**src/rtl/rotreg_cmd_sequencer.sv**
```systemverilog
// Command sequencer for a WIDTH-bit rotating shift register: accepts LOAD/ROR/ROL/ASR commands
// and drives the register's per-cycle controls. Define ROTREG_SHADOW_EN to add the shadow_q register model.
module rotreg_cmd_sequencer #(
    parameter int WIDTH = 8,
    parameter int CNT_W = 4
) (
    input  logic             clk,
    input  logic             reset,
    input  logic             cmd_valid,
    output logic             cmd_ready,
    input  logic [1:0]       cmd_op,
    input  logic [CNT_W-1:0] cmd_count,
    input  logic [WIDTH-1:0] cmd_data,
    output logic             reg_en,
    output logic             reg_load,
    output logic             reg_rotright,
    output logic             reg_asright,
    output logic [WIDTH-1:0] reg_data,
    output logic             busy,
    output logic             done
`ifdef ROTREG_SHADOW_EN
    ,
    output logic [WIDTH-1:0] shadow_q
`endif
);

    typedef enum logic [1:0] {IDLE, LOAD, SHIFT, DONE} state_t;

    localparam logic [1:0] OP_LOAD = 2'b00;
    localparam logic [1:0] OP_ROL  = 2'b10;
    localparam logic [1:0] OP_ASR  = 2'b11;

    state_t             state;
    state_t             state_next;
    logic [1:0]         op_q;
    logic [CNT_W-1:0]   remain_q;
    logic [WIDTH-1:0]   data_q;
    logic               accept;

    assign accept = cmd_valid && cmd_ready;

    always_ff @(posedge clk) begin
        if (reset) begin
            state <= IDLE;
        end else begin
            state <= state_next;
        end
    end

    // Command fields are captured only at the handshake; the counter then counts down one per step.
    always_ff @(posedge clk) begin
        if (reset) begin
            op_q     <= '0;
            remain_q <= '0;
            data_q   <= '0;
        end else if (accept) begin
            op_q     <= cmd_op;
            remain_q <= cmd_count;
            data_q   <= cmd_data;
        end else if (state == SHIFT) begin
            remain_q <= remain_q - CNT_W'(1);
        end
    end

    always_comb begin
        state_next = state;
        case (state)
            IDLE: begin
                if (accept) begin
                    if (cmd_op == OP_LOAD) begin
                        state_next = LOAD;
                    end else if (cmd_count != '0) begin
                        state_next = SHIFT;
                    end else begin
                        state_next = DONE;
                    end
                end
            end
            LOAD:  state_next = DONE;
            SHIFT: begin
                if (remain_q == CNT_W'(1)) begin
                    state_next = DONE;
                end
            end
            DONE:    state_next = IDLE;
            default: state_next = IDLE;
        endcase
    end

    // Moore outputs: direction/mode strobes are forced low whenever no step is issued.
    always_comb begin
        cmd_ready    = (state == IDLE);
        busy         = (state != IDLE);
        done         = (state == DONE);
        reg_en       = (state == LOAD) || (state == SHIFT);
        reg_load     = (state == LOAD);
        reg_rotright = (state == SHIFT) && (op_q != OP_ROL);
        reg_asright  = (state == SHIFT) && (op_q == OP_ASR);
        reg_data     = data_q;
    end

`ifdef ROTREG_SHADOW_EN
    function automatic logic [WIDTH-1:0] step_shadow(input logic [WIDTH-1:0] q,
                                                     input logic rotright,
                                                     input logic asright);
        if (!rotright) begin
            return {q[WIDTH-2:0], q[WIDTH-1]};
        end else if (asright) begin
            return {q[WIDTH-1], q[WIDTH-1:1]};
        end else begin
            return {q[0], q[WIDTH-1:1]};
        end
    endfunction

    always_ff @(posedge clk) begin
        if (reset) begin
            shadow_q <= '0;
        end else if (reg_en) begin
            shadow_q <= reg_load ? reg_data : step_shadow(shadow_q, reg_rotright, reg_asright);
        end
    end
`endif

endmodule

```
**config.mk**
```make
export PLATFORM = sky130hd
export DESIGN_NAME = rotreg_cmd_sequencer
export DESIGN_NICKNAME = d
export VERILOG_FILES = /design/src/rtl/rotreg_cmd_sequencer.sv
export SDC_FILE = /design/constraint.sdc
export NUM_CORES = 1
export LEC_CHECK = 0
export ABC_AREA = 1
export CAP_MARGIN = 30
export CORE_ASPECT_RATIO = 0.8
export CORE_MARGIN = 3
export CORE_UTILIZATION = 45
export DETAILED_ROUTE_END_ITERATION = 8
export GPL_TIMING_DRIVEN = 1
export HOLD_SLACK_MARGIN = 0.02
export PLACE_DENSITY = 0.82
export SLEW_MARGIN = 5
export SYNTH_ARGS = -nofsm -noshare
export SYNTH_HDL_FRONTEND = slang
export SYNTH_SLANG_ARGS = --single-unit
```
**constraint.sdc**
```tcl
create_clock -name clk -period 3.65 [get_ports clk]
set_input_delay 1.095 -clock clk [delete_from_list [all_inputs] [get_ports clk]]
set_output_delay 1.095 -clock clk [all_outputs]
set_load 0.01 [all_outputs]
```
==> impl_metrics.env, run 1 <==
export IMPL_rows=13
export IMPL_clock_latency_ns=0.28
export IMPL_pin_count=32
export IMPL_slowest_delay_ns=0.55
export IMPL_routed_via_density=4.728
export IMPL_die_w_um=54.08
export IMPL_skew_ns=0.001952
export IMPL_wl_met2_um=885
export IMPL_path_delay_family="buffers and inverters"
export IMPL_hpwlAfterDp_um=1460
export IMPL_htreeDepth=1
export IMPL_placed_area_um2=1149
export IMPL_worstHoldPathCells=2
export IMPL_whs_endpoint="reg_data[3]"
export IMPL_holdCritStartpoint="reg_data[3]"
export IMPL_crit_type="register to output pin"
export IMPL_gp_congestion=0.7453
export IMPL_cts_root_buf="clkbuf_4"
export IMPL_grt_pass1_wl_um=3056
export IMPL_cts_resized=0
export IMPL_cts_buffers=3
export IMPL_cts_tree="done"
export IMPL_synthesis_nets=143
export IMPL_crit_arrival_ns=1.72
export IMPL_post_cts_setup_buffers=0
export IMPL_floorplan_initialDensity_pct=49.19
export IMPL_finish_instance_area_um2=1185
export IMPL_synth_area_leaders="dfxtp_1 (38%), nor2_1 (14%), ha_1 (11%)"
export IMPL_leakage_uw=0.0005232
export IMPL_grt_pass1_vias=705
export IMPL_hold_viol_final=0
export IMPL_irDropWorstVdd_v=0.0003946
export IMPL_crit_required_ns=2.55
export IMPL_ys_types=19
export IMPL_antenna_found_initial=0
export IMPL_slew_headroom_pct=74.52
export IMPL_cts_hold_buffers=0
export IMPL_antenna_cells=0
export IMPL_layout_drive_gt1_share_pct=5.960
export IMPL_wl_met1_um=867
export IMPL_fin_crit_sh_pct=77.04
export IMPL_syn_inst=119
export IMPL_area_growth_pct=42.41
export IMPL_netlist_area_um2=832.0
export IMPL_crit_path_start_kind="register"
export IMPL_finalCriticalPeriod_ns=2.812
export IMPL_grt_overflow=0
export IMPL_synth_warnings=0
export IMPL_fin_nets=176
export IMPL_crit_chain="inv_1, ha_1, inv_2, a21oi_1, clkdlybuf4s50_1"
export IMPL_r2r_end="remain_q[0]"
export IMPL_cp_max_fo=6
export IMPL_p_per_area_nw_per_um2=737.6
export IMPL_wl_met3_um=92
export IMPL_synth_avg_cell_area_um2=6.992
export IMPL_status="finished, final reports clean"
export IMPL_cp_buffers_inverters=3
export IMPL_clk_path_buf_depth=2
export IMPL_fp_dieH_um=44.46
export IMPL_drt_pass1_iter_count=4
export IMPL_crit_slowest_cell="clkdlybuf4s50_1"
export IMPL_timing_fmax_mhz=355.6
export IMPL_wl_per_cell_um=10.77
export IMPL_top_layer_used="met4"
export IMPL_reg2regPathDepth=8
export IMPL_synth_top_area_cell="dfxtp_1"
export IMPL_clock_sinks=16
export IMPL_hold_class="register to register"
export IMPL_wl_um=1864
export IMPL_rsz0062_at_grt="no"
export IMPL_io_buffers=31
export IMPL_ys_seq_elements=16
export IMPL_drv_slew=0
export IMPL_yosysSeqAreaShare_pct=38.50
export IMPL_drtIter0Drc=10
export IMPL_cts_reportedPaths_clkPinSlew_ns=0.09
export IMPL_rrSetupSlack_ns=2.07
export IMPL_drc=0
export IMPL_die_area_um2=2404
export IMPL_hold_worst_slack_ns=0.4863
export IMPL_tightest_slew_ns=0.3819
export IMPL_fin_setup_tns_ns=0
export IMPL_drv_cap=0
export IMPL_yosysTopAreaCellShare_pct=38.50
export IMPL_grt_start_max_net_pins=16
export IMPL_vias=818
export IMPL_core_area_um2=1692
export IMPL_critPathCaptureType="output pin"
export IMPL_grt_use_total_pct=17.61
export IMPL_rr_startpoint="state[0]"
export IMPL_setup_viol=0
export IMPL_drtAntennaViolNets=0
## Yosys cell counts
library cell  number
nor2_1            30
dfxtp_1           16
nand2_1           16
o21ai_0           16
inv_1             14
ha_1               7
a21oi_1            5
buf_2              2
nand3_1            2
o21ai_1            2
buf_6              1
inv_2              1
inv_4              1
nand2_2            1
nand4_1            1
nor3_1             1
nor3_2             1
or2_2              1
xor2_1             1
## layout make-up
| type | count | area [um2] |
|---|---|---|
| well taps | 22 | 27.53 |
| flip-flops and latches | 16 | 320.3 |
| multi-input cells | 84 | 427.9 |
| inverters | 16 | 62.56 |
| repair buffers | 31 | 310.3 |
| fillers | 153 | 506.7 |
| clock buffers | 4 | 36.28 |
## per-layer routing
layer	vias up	GRT usage [%]
li1	437	-
met1	363	21.52
met2	16	29.23
met3	2	6.397
met4	0	4.478
met5	-	0
## layout by cell type, fill, tap and decap left out, types with 2 or more instances in the layout
cell type / n
a21oi_1: 5
clkbuf_4: 3
dfxtp_1: 16
o21ai_1: 2
clkdlybuf4s50_1: 31
inv_1: 14
nand2_1: 16
ha_1: 7
o21ai_0: 16
nand3_1: 2
nor2_1: 30
## sequential cells by signal (all words and copies together) (netlist names)
| register | flops |
|---|---|
| remain_q | 4 |
| reg_data | 8 |
| state | 2 |
| op_q | 2 |
## power by group
part	internal, uW	switching (uW)
Clock	60.7	53.6
Combinational	231	260
Sequential	231	37.4
## worst max path at each step
stage	slack (ns)	depth (start not counted)	endpoint	from
6_report	0.84	5	reg_rotright	state[0]
2_1_floorplan	1.66	4	reg_rotright	state[0]
5_1_grt	0.74	5	reg_rotright	state[0]
3_5_place_dp	1.14	5	reg_rotright	state[0]
3_3_place_gp	1.18	5	reg_rotright	state[0]
4_1_cts	0.82	5	reg_rotright	state[0]
## logic make-up (layout without fill, tap and decap cells)
logic type               after synthesis  in the layout  share of synthesized area, %
AND/OR/NAND/NOR                       53             53                         26.02
AO/OA/AOI/OAI                         23             23                         13.83
buffers and inverters                 19             51                         10.08
flip-flops                            16             16                         38.50
adder cells (fa/ha/maj)                7              7                         10.53
XOR/XNOR                               1              1                         1.053
## stage by stage
stage / util (%) / power (uW) / setup WS, ns / instances
floorplan: - / 580.7 / 1.655 / 119
global placement: 67.90 / 748.9 / 1.177 / 169
detailed placement: 67.90 / 766.4 / 1.144 / 169
CTS: 70.04 / 883.6 / 0.8217 / 173
global route: 70.04 / 949.2 / 0.7366 / 173
finish: 70.04 / 874.0 / 0.8379 / 173
## worst min-delay path: cells and delay by family (launching register included)
family	cells	cell delay, ns
DFF	1	0.33
and+or+nand+nor	2	0.13
(Power assumes the default switching activity.)
==> run 2, diff against run 1 <==
--- a/config.mk
+++ b/config.mk
@@ -9,11 +9,11 @@
 export CAP_MARGIN = 30
 export CORE_ASPECT_RATIO = 0.8
 export CORE_MARGIN = 3
-export CORE_UTILIZATION = 45
+export CORE_UTILIZATION = 38
 export DETAILED_ROUTE_END_ITERATION = 8
 export GPL_TIMING_DRIVEN = 1
 export HOLD_SLACK_MARGIN = 0.02
-export PLACE_DENSITY = 0.82
+export PLACE_DENSITY = 0.74
 export SLEW_MARGIN = 5
 export SYNTH_ARGS = -nofsm -noshare
 export SYNTH_HDL_FRONTEND = slang
==> constraint.sdc (replaced) <==
create_clock -name clk -period 2.5 [get_ports clk]
set_input_delay 0.75 -clock clk [delete_from_list [all_inputs] [get_ports clk]]
set_output_delay 0.75 -clock clk [all_outputs]
set_load 0.01 [all_outputs]
==> impl_metrics.env, run 2 (synthesis results as in run 1) <==
export IMPL_rows=14
export IMPL_place_inst=171
export IMPL_core_area_um2=1979
export IMPL_cts_root_buf="clkbuf_4"
export IMPL_grt_use_total_pct=14.39
export IMPL_cp_max_fo=4
export IMPL_wl_um=1978
export IMPL_cp_buffers_inverters=3
export IMPL_crit_arrival_ns=1.61
export IMPL_wl_per_cell_um=11.30
export IMPL_crit_required_ns=1.75
export IMPL_grt_pass1_wl_um=3008
export IMPL_fp_dieH_um=47.86
export IMPL_fin_nets=176
export IMPL_antenna_found_initial=0
export IMPL_io_buffers=31
export IMPL_final_common_cell="nor2_1"
export IMPL_fillers=192
export IMPL_skew_ns=0.004061
export IMPL_floorplan_initialDensity_pct=42.04
export IMPL_clk_path_buf_depth=2
export IMPL_timing_fmax_mhz=424.0
export IMPL_path_delay_family="buffers and inverters"
export IMPL_crit_type="register to output pin"
export IMPL_cts_buffers=3
export IMPL_die_area_um2=2791
export IMPL_drt_pass1_iter_count=5
export IMPL_final_cells=175
export IMPL_area_growth_pct=44.06
export IMPL_status="finished, final reports clean"
export IMPL_clock_sinks=16
export IMPL_crit_slowest_cell="clkdlybuf4s50_1"
export IMPL_slowest_delay_ns=0.53
export IMPL_leakage_uw=0.0005681
export IMPL_vias=811
export IMPL_place_ws_ns=0.3325
export IMPL_p_per_area_nw_per_um2=1069
export IMPL_largest_reg_flops=8
export IMPL_layout_drive_gt1_share_pct=7.285
export IMPL_final_cell_mix="nor2_1 (30), clkdlybuf4s50_1 (28), nand2_1 (16), o21ai_0 (16), dfxtp_1 (15)"
export IMPL_grt_start_max_net_pins=16
export IMPL_cts_tree="done"
export IMPL_cts_hold_buffers=0
export IMPL_hold_worst_slack_ns=0.4807
export IMPL_crit_path_start_kind="register"
export IMPL_routed_via_density=4.634
export IMPL_fin_crit_sh_pct=94.35
export IMPL_htreeDepth=1
export IMPL_die_w_um=58.32
export IMPL_slew_headroom_pct=73.04
export IMPL_drv_slew=0
export IMPL_crit_path_frequent_cell="inv_1"
export IMPL_drtAntennaViolNets=0
export IMPL_finalCriticalPeriod_ns=2.359
export IMPL_hold_class="register to register"
export IMPL_fin_ws_ns=0.1413
export IMPL_clock_latency_ns=0.28
export IMPL_drtIter0Drc=18
export IMPL_fin_setup_tns_ns=0
export IMPL_hold_viol_final=0
export IMPL_gp_congestion=0.7989
export IMPL_drc=0
export IMPL_drv_cap=0
export IMPL_critPathCaptureType="output pin"
export IMPL_tightest_slew_ns=0.4039
export IMPL_setup_viol=0
export IMPL_pin_count=32
export IMPL_irDropWorstVdd_v=0.0006380
export IMPL_grt_pass1_vias=707
export IMPL_hpwlAfterDp_um=1477
export IMPL_crit_chain="inv_1, ha_1, inv_1, clkdlybuf4s50_1"
export IMPL_antenna_cells=0
export IMPL_cts_reportedPaths_clkPinSlew_ns=0.09
export IMPL_multi_input_area_um2=430.4
export IMPL_rsz0062_at_grt="no"
export IMPL_seqCellArea_um2=321.6
export IMPL_grt_overflow=0
## run 2: worst paths after layout
kind	slack (ns)	end	depth (start not counted)	start
worst max-delay path	0.14	busy	4	state[0]
worst min-delay path	0.48	op_q[0]	2	op_q[0]
worst max register to register	0.93	remain_q[0]	8	state[0]
worst min register to register	0.48	op_q[0]	2	op_q[0]
## run 2: through the flow
step / utilization [%] / power [uW] / cell area, um2
floorplan: - / 847.9 / 832.0
global placement: 58.15 / 1094 / 1151
detailed placement: 58.15 / 1118 / 1151
CTS: 59.99 / 1296 / 1187
global route: 60.56 / 1397 / 1199
finish: 60.56 / 1281 / 1199
## run 2: report_power, final
part	leakage, uW	internal, uW	total [uW]	switching, uW
clock	0.0000210	88.6	171	82.6
sequential	0.000133	339	392	53.4
combinational	0.000414	333	718	385
total	0.000568	760	1280	521
## run 2: final cells by class
class / instances / share of cell area (%)
well taps: 24 / 2.505
multi-input cells: 84 / 35.91
flip-flops and latches: 16 / 26.83
repair buffers: 31 / 26.51
clock buffers: 4 / 3.027
inverters: 16 / 5.219
## run 2: what timing repair did
action | CTS | global route
buffers inserted | 0 | 0
gates resized for setup | 0 | 5
endpoints found under the setup margin | 0 | 3
## run 2: worst min-delay path: stages, from the launching register on
cell     delay, ns
dfxtp_1       0.32
inv_1         0.07
a21oi_1       0.06
## run 2: metal layers
layer / part of all wire, % / GRT usage [%] / vias to the layer above
met1: 45 / 16.32 / 358
met5: 0 / 0 / -
met2: 50 / 25.61 / 19
met3: 5.6 / 6.199 / 0
met4: 0 / 3.241 / 0
li1: - / - / 434
==> run 3, diff against run 2 <==
--- a/config.mk
+++ b/config.mk
@@ -12,7 +12,6 @@
 export CORE_UTILIZATION = 38
 export DETAILED_ROUTE_END_ITERATION = 8
 export GPL_TIMING_DRIVEN = 1
-export HOLD_SLACK_MARGIN = 0.02
 export PLACE_DENSITY = 0.74
 export SLEW_MARGIN = 5
 export SYNTH_ARGS = -nofsm -noshare
==> results of run 3 <==
Same layout as run 2: the final DEF is identical, and so are final timing and power.
